<file path="src/rtl/riscv_lsu_if.sv">
// Data-memory port between the load/store unit (master) and data memory (slave).
// One request/response transaction: req held until gnt, then a single rvalid.
interface riscv_lsu_if;
  logic        dmem_req;
  logic        dmem_we;
  logic [3:0]  dmem_be;
  logic [31:0] dmem_addr;
  logic [31:0] dmem_wdata;
  logic        dmem_gnt;
  logic        dmem_rvalid;
  logic [31:0] dmem_rdata;
  logic        dmem_err;

  modport master (
    output dmem_req, dmem_we, dmem_be, dmem_addr, dmem_wdata,
    input  dmem_gnt, dmem_rvalid, dmem_rdata, dmem_err
  );

  modport slave (
    input  dmem_req, dmem_we, dmem_be, dmem_addr, dmem_wdata,
    output dmem_gnt, dmem_rvalid, dmem_rdata, dmem_err
  );
endinterface

</file>
<file path="src/rtl/riscv_lsu.sv">
// RISC-V load/store unit: one memory operation in flight, byte-lane formatting,
// misaligned/invalid/bus-error reporting with decode-stage cause codes.
module riscv_lsu (
  input  logic              clk,
  input  logic              rst,
  input  logic              req_valid_i,
  output logic              req_ready_o,
  input  logic [2:0]        mem_op_i,
  input  logic [1:0]        mem_size_i,
  input  logic [31:0]       addr_i,
  input  logic [31:0]       wdata_i,
  riscv_lsu_if.master       dmem,
  output logic              resp_valid_o,
  output logic [31:0]       resp_rdata_o,
  output logic              lsu_exception_o,
  output logic [5:0]        lsu_exception_cause_o
);

  localparam logic [2:0] MEMORY_TYPE_NONE          = 3'd0;
  localparam logic [2:0] MEMORY_TYPE_LOAD          = 3'd1;
  localparam logic [2:0] MEMORY_TYPE_LOAD_UNSIGNED = 3'd2;
  localparam logic [2:0] MEMORY_TYPE_STORE         = 3'd3;

  localparam logic [1:0] MEMOP_SIZE_BYTE     = 2'd0;
  localparam logic [1:0] MEMOP_SIZE_HALFWORD = 2'd1;
  localparam logic [1:0] MEMOP_SIZE_WORD     = 2'd2;

  localparam logic [5:0] CSR_CAUSE_NONE               = 6'd0;
  localparam logic [5:0] CSR_CAUSE_INVALID_INSTR      = 6'd2;
  localparam logic [5:0] CSR_CAUSE_LOAD_MISALIGNED    = 6'd4;
  localparam logic [5:0] CSR_CAUSE_LOAD_ACCESS_FAULT  = 6'd5;
  localparam logic [5:0] CSR_CAUSE_STORE_MISALIGNED   = 6'd6;
  localparam logic [5:0] CSR_CAUSE_STORE_ACCESS_FAULT = 6'd7;

  typedef enum logic [1:0] {IDLE, REQ, WAIT, RESP} state_e;

  state_e      state_q, state_d;
  logic [2:0]  op_q, op_d;
  logic [1:0]  size_q, size_d;
  logic [1:0]  off_q, off_d;

  logic        req_ready_d;
  logic        req_d, we_d;
  logic [3:0]  be_d;
  logic [31:0] daddr_d, dwdata_d;
  logic        resp_valid_d, exc_d;
  logic [31:0] resp_rdata_d;
  logic [5:0]  cause_d;

  logic        is_mem_op, is_store, bad_size, misaligned;
  logic [3:0]  be_calc;
  logic [31:0] wdata_rep;

  function automatic logic [31:0] fmt_load(input logic [2:0] op, input logic [1:0] size,
                                           input logic [1:0] off, input logic [31:0] w);
    logic [7:0]  b;
    logic [15:0] h;
    logic        sx;
    b  = w[{off, 3'b000} +: 8];
    h  = off[1] ? w[31:16] : w[15:0];
    sx = (op == MEMORY_TYPE_LOAD);
    case (size)
      MEMOP_SIZE_BYTE:     fmt_load = {{24{sx & b[7]}}, b};
      MEMOP_SIZE_HALFWORD: fmt_load = {{16{sx & h[15]}}, h};
      default:             fmt_load = w;
    endcase
  endfunction

  assign is_mem_op  = (mem_op_i == MEMORY_TYPE_LOAD) || (mem_op_i == MEMORY_TYPE_LOAD_UNSIGNED) ||
                      (mem_op_i == MEMORY_TYPE_STORE);
  assign is_store   = (mem_op_i == MEMORY_TYPE_STORE);
  // Size encoding 3 is undefined and is reported like an invalid operation.
  assign bad_size   = (mem_size_i == 2'd3);
  assign misaligned = ((mem_size_i == MEMOP_SIZE_HALFWORD) && addr_i[0]) ||
                      ((mem_size_i == MEMOP_SIZE_WORD) && (addr_i[1:0] != 2'b00));

  always_comb begin
    case (mem_size_i)
      MEMOP_SIZE_BYTE: begin
        be_calc   = 4'b0001 << addr_i[1:0];
        wdata_rep = {4{wdata_i[7:0]}};
      end
      MEMOP_SIZE_HALFWORD: begin
        be_calc   = addr_i[1] ? 4'b1100 : 4'b0011;
        wdata_rep = {2{wdata_i[15:0]}};
      end
      default: begin
        be_calc   = 4'b1111;
        wdata_rep = wdata_i;
      end
    endcase
  end

  // NOTE: every signal gets a default before the case so no path can infer a latch.
  always_comb begin
    state_d      = state_q;
    op_d         = op_q;
    size_d       = size_q;
    off_d        = off_q;
    req_d        = 1'b0;
    we_d         = 1'b0;
    be_d         = 4'b0000;
    daddr_d      = 32'h0;
    dwdata_d     = 32'h0;
    resp_valid_d = 1'b0;
    resp_rdata_d = 32'h0;
    exc_d        = 1'b0;
    cause_d      = CSR_CAUSE_NONE;

    unique case (state_q)
      IDLE: begin
        if (req_valid_i) begin
          op_d   = mem_op_i;
          size_d = mem_size_i;
          off_d  = addr_i[1:0];
          if (mem_op_i == MEMORY_TYPE_NONE) begin
            state_d      = RESP;
            resp_valid_d = 1'b1;
          end else if (!is_mem_op || bad_size) begin
            state_d      = RESP;
            resp_valid_d = 1'b1;
            exc_d        = 1'b1;
            cause_d      = CSR_CAUSE_INVALID_INSTR;
          end else if (misaligned) begin
            state_d      = RESP;
            resp_valid_d = 1'b1;
            exc_d        = 1'b1;
            cause_d      = is_store ? CSR_CAUSE_STORE_MISALIGNED : CSR_CAUSE_LOAD_MISALIGNED;
          end else begin
            state_d  = REQ;
            req_d    = 1'b1;
            we_d     = is_store;
            be_d     = be_calc;
            daddr_d  = {addr_i[31:2], 2'b00};
            dwdata_d = is_store ? wdata_rep : 32'h0;
          end
        end
      end
      REQ: begin
        if (dmem.dmem_gnt) begin
          state_d = WAIT;
        end else begin
          req_d    = 1'b1;
          we_d     = dmem.dmem_we;
          be_d     = dmem.dmem_be;
          daddr_d  = dmem.dmem_addr;
          dwdata_d = dmem.dmem_wdata;
        end
      end
      WAIT: begin
        if (dmem.dmem_rvalid) begin
          state_d      = RESP;
          resp_valid_d = 1'b1;
          if (dmem.dmem_err) begin
            exc_d   = 1'b1;
            cause_d = (op_q == MEMORY_TYPE_STORE) ? CSR_CAUSE_STORE_ACCESS_FAULT
                                                  : CSR_CAUSE_LOAD_ACCESS_FAULT;
          end else if (op_q != MEMORY_TYPE_STORE) begin
            resp_rdata_d = fmt_load(op_q, size_q, off_q, dmem.dmem_rdata);
          end
        end
      end
      RESP:    state_d = IDLE;
      default: state_d = IDLE;
    endcase
  end

  assign req_ready_d = (state_d == IDLE);

  // NOTE: sequential state uses non-blocking assignments so all flops update together.
  always_ff @(posedge clk or posedge rst) begin
    if (rst) begin
      state_q               <= IDLE;
      op_q                  <= MEMORY_TYPE_NONE;
      size_q                <= MEMOP_SIZE_BYTE;
      off_q                 <= 2'b00;
      req_ready_o           <= 1'b1;
      dmem.dmem_req         <= 1'b0;
      dmem.dmem_we          <= 1'b0;
      dmem.dmem_be          <= 4'b0000;
      dmem.dmem_addr        <= 32'h0;
      dmem.dmem_wdata       <= 32'h0;
      resp_valid_o          <= 1'b0;
      resp_rdata_o          <= 32'h0;
      lsu_exception_o       <= 1'b0;
      lsu_exception_cause_o <= CSR_CAUSE_NONE;
    end else begin
      state_q               <= state_d;
      op_q                  <= op_d;
      size_q                <= size_d;
      off_q                 <= off_d;
      req_ready_o           <= req_ready_d;
      dmem.dmem_req         <= req_d;
      dmem.dmem_we          <= we_d;
      dmem.dmem_be          <= be_d;
      dmem.dmem_addr        <= daddr_d;
      dmem.dmem_wdata       <= dwdata_d;
      resp_valid_o          <= resp_valid_d;
      resp_rdata_o          <= resp_rdata_d;
      lsu_exception_o       <= exc_d;
      lsu_exception_cause_o <= cause_d;
    end
  end

endmodule

</file>
<file path="src/flat_wrapper.sv">
// flat-port wrapper written by rule: the top's interface ports become plain ports
module riscv_lsu_flat 
  (clk, rst, req_valid_i, req_ready_o, mem_op_i, mem_size_i, addr_i, wdata_i, resp_valid_o, resp_rdata_o, lsu_exception_o, lsu_exception_cause_o, dmem_dmem_req, dmem_dmem_we, dmem_dmem_be, dmem_dmem_addr, dmem_dmem_wdata, dmem_dmem_gnt, dmem_dmem_rvalid, dmem_dmem_rdata, dmem_dmem_err);
  riscv_lsu_if dmem_i ();
  input  logic clk;
  input  logic rst;
  input  logic req_valid_i;
  output logic req_ready_o;
  input  logic [2:0] mem_op_i;
  input  logic [1:0] mem_size_i;
  input  logic [31:0] addr_i;
  input  logic [31:0] wdata_i;
  output logic resp_valid_o;
  output logic [31:0] resp_rdata_o;
  output logic lsu_exception_o;
  output logic [5:0] lsu_exception_cause_o;
  output wire logic [$bits(dmem_i.dmem_req)-1:0] dmem_dmem_req;
  output wire logic [$bits(dmem_i.dmem_we)-1:0] dmem_dmem_we;
  output wire logic [$bits(dmem_i.dmem_be)-1:0] dmem_dmem_be;
  output wire logic [$bits(dmem_i.dmem_addr)-1:0] dmem_dmem_addr;
  output wire logic [$bits(dmem_i.dmem_wdata)-1:0] dmem_dmem_wdata;
  input wire logic [$bits(dmem_i.dmem_gnt)-1:0] dmem_dmem_gnt;
  input wire logic [$bits(dmem_i.dmem_rvalid)-1:0] dmem_dmem_rvalid;
  input wire logic [$bits(dmem_i.dmem_rdata)-1:0] dmem_dmem_rdata;
  input wire logic [$bits(dmem_i.dmem_err)-1:0] dmem_dmem_err;
  assign dmem_dmem_req = dmem_i.dmem_req;
  assign dmem_dmem_we = dmem_i.dmem_we;
  assign dmem_dmem_be = dmem_i.dmem_be;
  assign dmem_dmem_addr = dmem_i.dmem_addr;
  assign dmem_dmem_wdata = dmem_i.dmem_wdata;
  assign dmem_i.dmem_gnt = dmem_dmem_gnt;
  assign dmem_i.dmem_rvalid = dmem_dmem_rvalid;
  assign dmem_i.dmem_rdata = dmem_dmem_rdata;
  assign dmem_i.dmem_err = dmem_dmem_err;
  riscv_lsu u_core (.clk(clk), .rst(rst), .req_valid_i(req_valid_i), .req_ready_o(req_ready_o), .mem_op_i(mem_op_i), .mem_size_i(mem_size_i), .addr_i(addr_i), .wdata_i(wdata_i), .dmem(dmem_i), .resp_valid_o(resp_valid_o), .resp_rdata_o(resp_rdata_o), .lsu_exception_o(lsu_exception_o), .lsu_exception_cause_o(lsu_exception_cause_o));
endmodule
</file>
<file path="config.mk">
export PLATFORM = sky130hd
export DESIGN_NAME = riscv_lsu_flat
export DESIGN_NICKNAME = d
export VERILOG_FILES = /design/src/rtl/riscv_lsu_if.sv /design/src/rtl/riscv_lsu.sv /design/src/flat_wrapper.sv
export SDC_FILE = /design/constraint.sdc
export NUM_CORES = 1
export LEC_CHECK = 0
export CAP_MARGIN = 20
export CORE_AREA = 2 2 102 129
export DETAILED_ROUTE_END_ITERATION = 8
export DIE_AREA = 0 0 104 131
export GPL_TIMING_DRIVEN = 0
export PLACE_DENSITY = 0.73
export RECOVER_POWER = 100
export SYNTH_ARGS = -nofsm -noshare
export SYNTH_HDL_FRONTEND = slang
export SYNTH_SLANG_ARGS = --single-unit
</file>
<file path="constraint.sdc">
create_clock -name clk -period 9.45 [get_ports clk]
set_input_delay 1.89 -clock clk [delete_from_list [all_inputs] [get_ports clk]]
set_output_delay 1.89 -clock clk [all_outputs]
set_load 0.02 [all_outputs]
</file>
Word level (Yosys, flattened, before mapping):

Cells that the tools add are included.

* equality and inequality tests: 14
* shift operators: 2
* muxes and demuxes: 66
* bitwise operators: 2
* reduce and logical (&&, ||, !) cells: 14

Operators by type and width (count)
* 32-bit 2-to-1 mux: 14
* 32-bit one-hot mux with 2 select lines: 4
* 6-bit 2-to-1 mux: 6
* 32-bit by 6-bit variable part select with 8-bit output: 1
* 4-bit 2-to-1 mux: 6
* 1-bit 2-to-1 mux: 19
* 16-bit 2-to-1 mux: 1
* 2-bit 2-to-1 mux: 8
* 4-bit one-hot mux with 2 select lines: 2
* 6-bit one-hot mux with 2 select lines: 1
* 3-bit by 2-bit equality test with 1-bit output (second input constant): 3
* 2-bit equality test (second input constant): 4
* 2-bit zero test: 4
* 1-bit one-hot mux with 2 select lines: 4
* 2-bit one-hot mux with 4 select lines: 1
* 2-bit by 1-bit equality test with 1-bit output (second input constant): 3
* 3-bit by 1-bit equality test with 1-bit output (second input constant): 2
* 1-bit logical OR: 4
* 1-bit by 2-bit << shifter with 4-bit output (first input constant): 1
* 3-bit zero test: 1
* 3-bit by 2-bit inequality test with 1-bit output (second input constant): 1
* 1-bit bitwise AND: 2
* 1-bit logical AND: 2
* 2-bit inequality test (second input constant): 1
* 3 further kinds: 3

* register bits: 120
* bits of input ports: 107
* word-level logic and storage cells: 112

Longest topological paths before layout:

* word-level depth: 10
* depth in mapped cells: 7

Worst setup path before layout:

OpenSTA, ideal clock, no wires.

* path type: input -> register
* start point: input port mem_size_i[0]
* end point: register u_core.dmem.dmem_addr[10]
* library setup time: 0.066 ns
* arrival: 3.009 ns
* data required time: 9.384 ns
* setup slack: 6.376 ns
* stages on the path: 6
* buffers on the path: 2
* path through: clkbuf_1 -> a21oi_1 -> nand3b_1 -> nor2_1 -> buf_2 -> a22o_1

* longest elaborated chain between the ends: 8
* elaborated cells between the ends (all ways): 12
* classes of those cells: eq/ne (3); mux (5); reduce/logical (4)

RTL lines
* start, declared: line flat_wrapper.sv:10 `input logic [1:0] mem_size_i;`
* 2-bit by 1-bit equality test with 1-bit output or 2-bit equality test (tied branches): line riscv_lsu.sv:74, riscv_lsu.sv:75
* 1-bit logical AND, on equally long branches: line riscv_lsu.sv:74, riscv_lsu.sv:75
* 1-bit logical OR: line riscv_lsu.sv:74 `assign misaligned = ((mem_size_i == MEMOP_SIZE_HALFWORD) && addr_i[0]) ||`
* 32-bit 2-to-1 mux: line riscv_lsu.sv:124 `end else if (misaligned) begin`
* 32-bit 2-to-1 mux *: line riscv_lsu.sv:119 `end else if (!is_mem_op || bad_size) begin`
* 32-bit 2-to-1 mux *: line riscv_lsu.sv:116 `if (mem_op_i == MEMORY_TYPE_NONE) begin`
* 32-bit 2-to-1 mux *: line riscv_lsu.sv:112 `if (req_valid_i) begin`
* 32-bit one-hot mux with 2 select lines *: line riscv_lsu.sv:110 `unique case (state_q)`
* end signal, assigned: line riscv_lsu.sv:196 `dmem.dmem_addr <= daddr_d;`
* end, declared: line riscv_lsu_if.sv:15 `output dmem_req, dmem_we, dmem_be, dmem_addr, dmem_wdata,`

Every way passes the cells marked *; elsewhere a longest branch is shown, timed or not.
A chain may end at the register's enable or synchronous reset.

Worst setup path in the final report:

* start point: input port dmem_dmem_rvalid
* end point: register u_core.resp_rdata_o[21]

* longest elaborated chain between the ends: 2

RTL lines
* start, declared: line flat_wrapper.sv:23 `input wire logic [$bits(dmem_i.dmem_rvalid)-1:0] dmem_dmem_rvalid;`
* 32-bit 2-to-1 mux: line riscv_lsu.sv:151 `if (dmem.dmem_rvalid) begin`
* 32-bit 2-to-1 mux: line riscv_lsu.sv:110
* named net u_core.resp_rdata_d[21]: line riscv_lsu.sv:47 `logic [31:0] resp_rdata_d;`
* end signal, assigned: line riscv_lsu.sv:199 `resp_rdata_o <= resp_rdata_d;`
* end, declared: line riscv_lsu.sv:14 `output logic [31:0] resp_rdata_o,`

The timed path passes the listed nets, and every way through them passes these cells.

==> flow_summary.json <==
{
  "status": "finished with violations",
  "violations": "max-capacitance violations, max-slew violations",
  "slew_violations": 42,
  "fin_area_sq_um": 7789,
  "gr-usage-met3": 0.08879,
  "netlist-cell-type-count": 42,
  "synth_top_cell_by_area": "dfrtp_1",
  "crit_type": "in2reg",
  "htreeDepth": 4,
  "grt_start_max_net_pins": 75,
  "tightest_slew_ns": 1.930,
  "synth-seq-cells": 115,
  "vias": 4419,
  "pin_count": 218,
  "crit_family": "buffers and inverters",
  "period_share": 0.4076,
  "ys.flop_type": "dfrtp_1",
  "core_area_sq_um": 12430,
  "dpl.hpwl_mm": 11.51,
  "yosys-top-cells-area": "dfrtp_1 58%, a22o_1 7.3%, nand2_1 5.4%",
  "critPathMostFrequentCell": "clkbuf_1",
  "netlist_instances": 446,
  "wl_mm": 15.22,
  "rows": 46,
  "cts_root_buf": "clkbuf_16",
  "viasPerCell": 5.138,
  "fmax_ghz": 0.2596,
  "antenna_found_initial": 0,
  "vdd_drop_max_v": 0.0001201,
  "worst_slack_ns": 5.598,
  "layout_min_cycle_time_ns": 3.852,
  "portBuffers": 210,
  "p_total_uw": 1596,
  "p_per_area_nw_per_um2": 204.9,
  "finClkSkew_ns": 0.007265,
  "detail_route.wl_per_cell_microns": 17.69,
  "required_ns": 9.79,
  "cts.sinks": 115,
  "fp.dieW_microns": 104,
  "synth_edf_count": 0,
  "initial_core_util": 0.3938,
  "syn_area_per_cell_sq_um": 10.98,
  "drtAntennaViolNets": 0,
  "overflow": 0,
  "syn_area_sq_um": 4896,
  "drtIter0Drc": 216,
  "grt.busiest_layer": "met2",
  "synth-async-reset-ratio": 1.000,
  "die-area_sq_um": 13620,
  "clkLatencyLatePin_ns": 0.41,
  "antenna_cells": 0,
  "slowest_stage": "dlygate4sd3_1",
  "drive_above_1_share": 0.07225,
  "worstPathMaxFanout": 10,
  "power_leakage_uw": 0.003956,
  "relSlewSlack": -0.2937,
  "rsz0062_at_grt": "no",
  "crit_chain": "dlygate4sd3_1 -> nand3b_1 -> or3_1 -> clkbuf_1 -> nor2_1 -> clkbuf_1 -> a21o_1",
  "cp-end-kind": "flop",
  "postCtsHoldBufs": 0,
  "postLayoutCoreUtil": 0.6265,
  "cts_buffer_depth": 2,
  "clk_pin_slew_ns": 0.05,
  "grt_pass1_vias": 4597,
  "grt_first_pass_wirelength_mm": 23.82,
  "post-place-ws_ns": 5.405,
  "die_y_microns": 131,
  "drc": 0,
  "ys_warn_count": 0,
  "dr.pass1.iters": 8,
  "synth_top_area_frac": 0.5827,
  "cts_tree": "built",
  "hp-class": "reg2reg",
  "start_kind": "input pin",
  "cp.arrival_ns": 4.19,
  "area_growth_pct": 59.09,
  "postCtsSetupBuffers": 0,
  "use_met2": 0.4040,
  "layout.nets": 787,
  "ctsResizeCount": 0,
  "fillers": 1066,
  "cts_buffers": 17,
  "place_congestion": 0.9294,
  "place_area_sq_um": 7253,
  "met1_usage": 0.2418,
  "final-setup-viol-count": 0,
  "yosysSeqAreaShare": 0.5880,
  "cap_viol_max_count": 1,
  "cp_slowest_stage_delay_ns": 0.53,
  "cp.buffers_inverters": 3,
  "hold_violations": 0,
  "grt_usage": 0.2250,
  "setup_tns_ns": 0
}
==> metal layers <==
layer / routed length [microns] / part of all wire
met3: 1417 / 0.093
met5: 0 / 0
met2: 7784 / 0.51
met1: 5656 / 0.37
met4: 356 / 0.023
==> final cells by class <==
cell class / instances / area (sq um) / share of cell area
Sequential cell: 115 / 2879 / 0.3696
Timing Repair Buffer: 211 / 2130 / 0.2734
Multi-Input combinational cell: 286 / 1783 / 0.2289
Clock buffer: 21 / 460.4 / 0.05912
Tap cell: 168 / 210.2 / 0.02699
Buffer: 35 / 163.9 / 0.02104
Clock inverter: 10 / 108.9 / 0.01398
Inverter: 14 / 53.80 / 0.006908
==> cell usage after synthesis (2+ instances only) <==
master	count
a21o_1	17
a21oi_1	12
a221oi_1	8
a222oi_1	7
a22o_1	41
and3_1	2
buf_1	4
buf_2	9
buf_4	7
clkbuf_1	14
dfrtp_1	114
inv_1	12
inv_2	2
mux2_2	2
mux2i_1	24
nand2_1	71
nand2b_1	4
nand3_1	4
nand3b_1	2
nor2_1	22
nor2b_1	3
nor3_1	3
nor3b_1	2
nor3b_2	2
o21ai_0	10
o21ai_1	30
o31ai_1	3
==> path summary, 6_finish.rpt <==
path / slack (ns) / to / start / depth (start not counted)
setup / recovery: 5.60 / u_core.resp_rdata_o[21]$_DFF_PP0_ / dmem_dmem_rvalid / 7
max in group asynchronous: 5.98 / u_core.req_ready_o$_DFF_PP1_ / rst / 3
setup reg to reg: 7.07 / u_core.resp_rdata_o[21]$_DFF_PP0_ / u_core.state_q[0]$_DFF_PP0_ / 6
hold / removal: 0.47 / u_core.dmem.dmem_we$_DFFE_PP0N_ / u_core.dmem.dmem_we$_DFFE_PP0N_ / 2
hold reg to reg: 0.47 / u_core.dmem.dmem_we$_DFFE_PP0N_ / u_core.dmem.dmem_we$_DFFE_PP0N_ / 2
min in group asynchronous: 2.44 / u_core.resp_rdata_o[22]$_DFF_PP0_ / rst / 2
==> cell usage in the layout, fill, tap and decap left out, types with 5 or more instances in the layout <==
| cell type | Yosys | routed |
|---|---|---|
| nand2_1 | 71 | 71 |
| clkbuf_16 | 0 | 17 |
| a21o_1 | 17 | 17 |
| nor2_1 | 22 | 23 |
| a22o_1 | 41 | 41 |
| a222oi_1 | 7 | 7 |
| a221oi_1 | 8 | 8 |
| o21ai_1 | 30 | 5 |
| a21oi_1 | 12 | 12 |
| conb_1 | 1 | 5 |
| dlygate4sd3_1 | 0 | 111 |
| dfrtp_1 | 114 | 114 |
| inv_1 | 12 | 11 |
| mux2i_1 | 24 | 24 |
| clkbuf_1 | 14 | 26 |
| clkinv_2 | 0 | 5 |
| o21ai_0 | 10 | 35 |
| clkdlybuf4s50_1 | 0 | 99 |
| buf_4 | 7 | 6 |
==> registers in the layout, summed over array words and instances, names as in the netlist <==
| signal | count |
|---|---|
| u_core.resp_valid_o | 1 |
| u_core.dmem.dmem_we | 1 |
| u_core.lsu_exception_o | 1 |
| u_core.dmem.dmem_wdata | 32 |
| u_core.state_q | 2 |
| u_core.req_ready_o | 1 |
| u_core.dmem.dmem_be | 4 |
| u_core.resp_rdata_o | 32 |
| u_core.dmem.dmem_req | 1 |
| u_core.off_q | 2 |
| u_core.size_q | 2 |
| u_core.dmem.dmem_addr | 30 |
| u_core.op_q | 3 |
| u_core.lsu_exception_cause_o | 3 |
==> worst min-delay path, delay by kind of cell (launching register included) <==
kind | cells | cell delay [ns]
DFF | 1 | 0.33
and+or+nand+nor | 2 | 0.10
==> power by group <==
| part | switching, uW | leakage, uW | internal (uW) |
|---|---|---|---|
| sequential | 24.9 | 0.00158 | 542 |
| combinational | 246 | 0.00210 | 165 |
| clock | 221 | 0.000278 | 398 |
| total | 491 | 0.00396 | 1100 |
==> cells by family after synthesis <==
group,share of synthesized area
AOI/OAI and AO/OA,0.1955
other,0.0007659
and+or+nand+nor,0.1153
DFF,0.5880
buffers and inverters,0.04677
muxes,0.05367
==> through the flow <==
step	std cells	hold slack, ns
final	860	0.4701
after global routing	860	0.5066
after CTS	860	0.4813
after detailed placement	829	0.4676
after global placement	828	0.4607
after floorplan	450	0.4511
(Power assumes the default switching activity.)
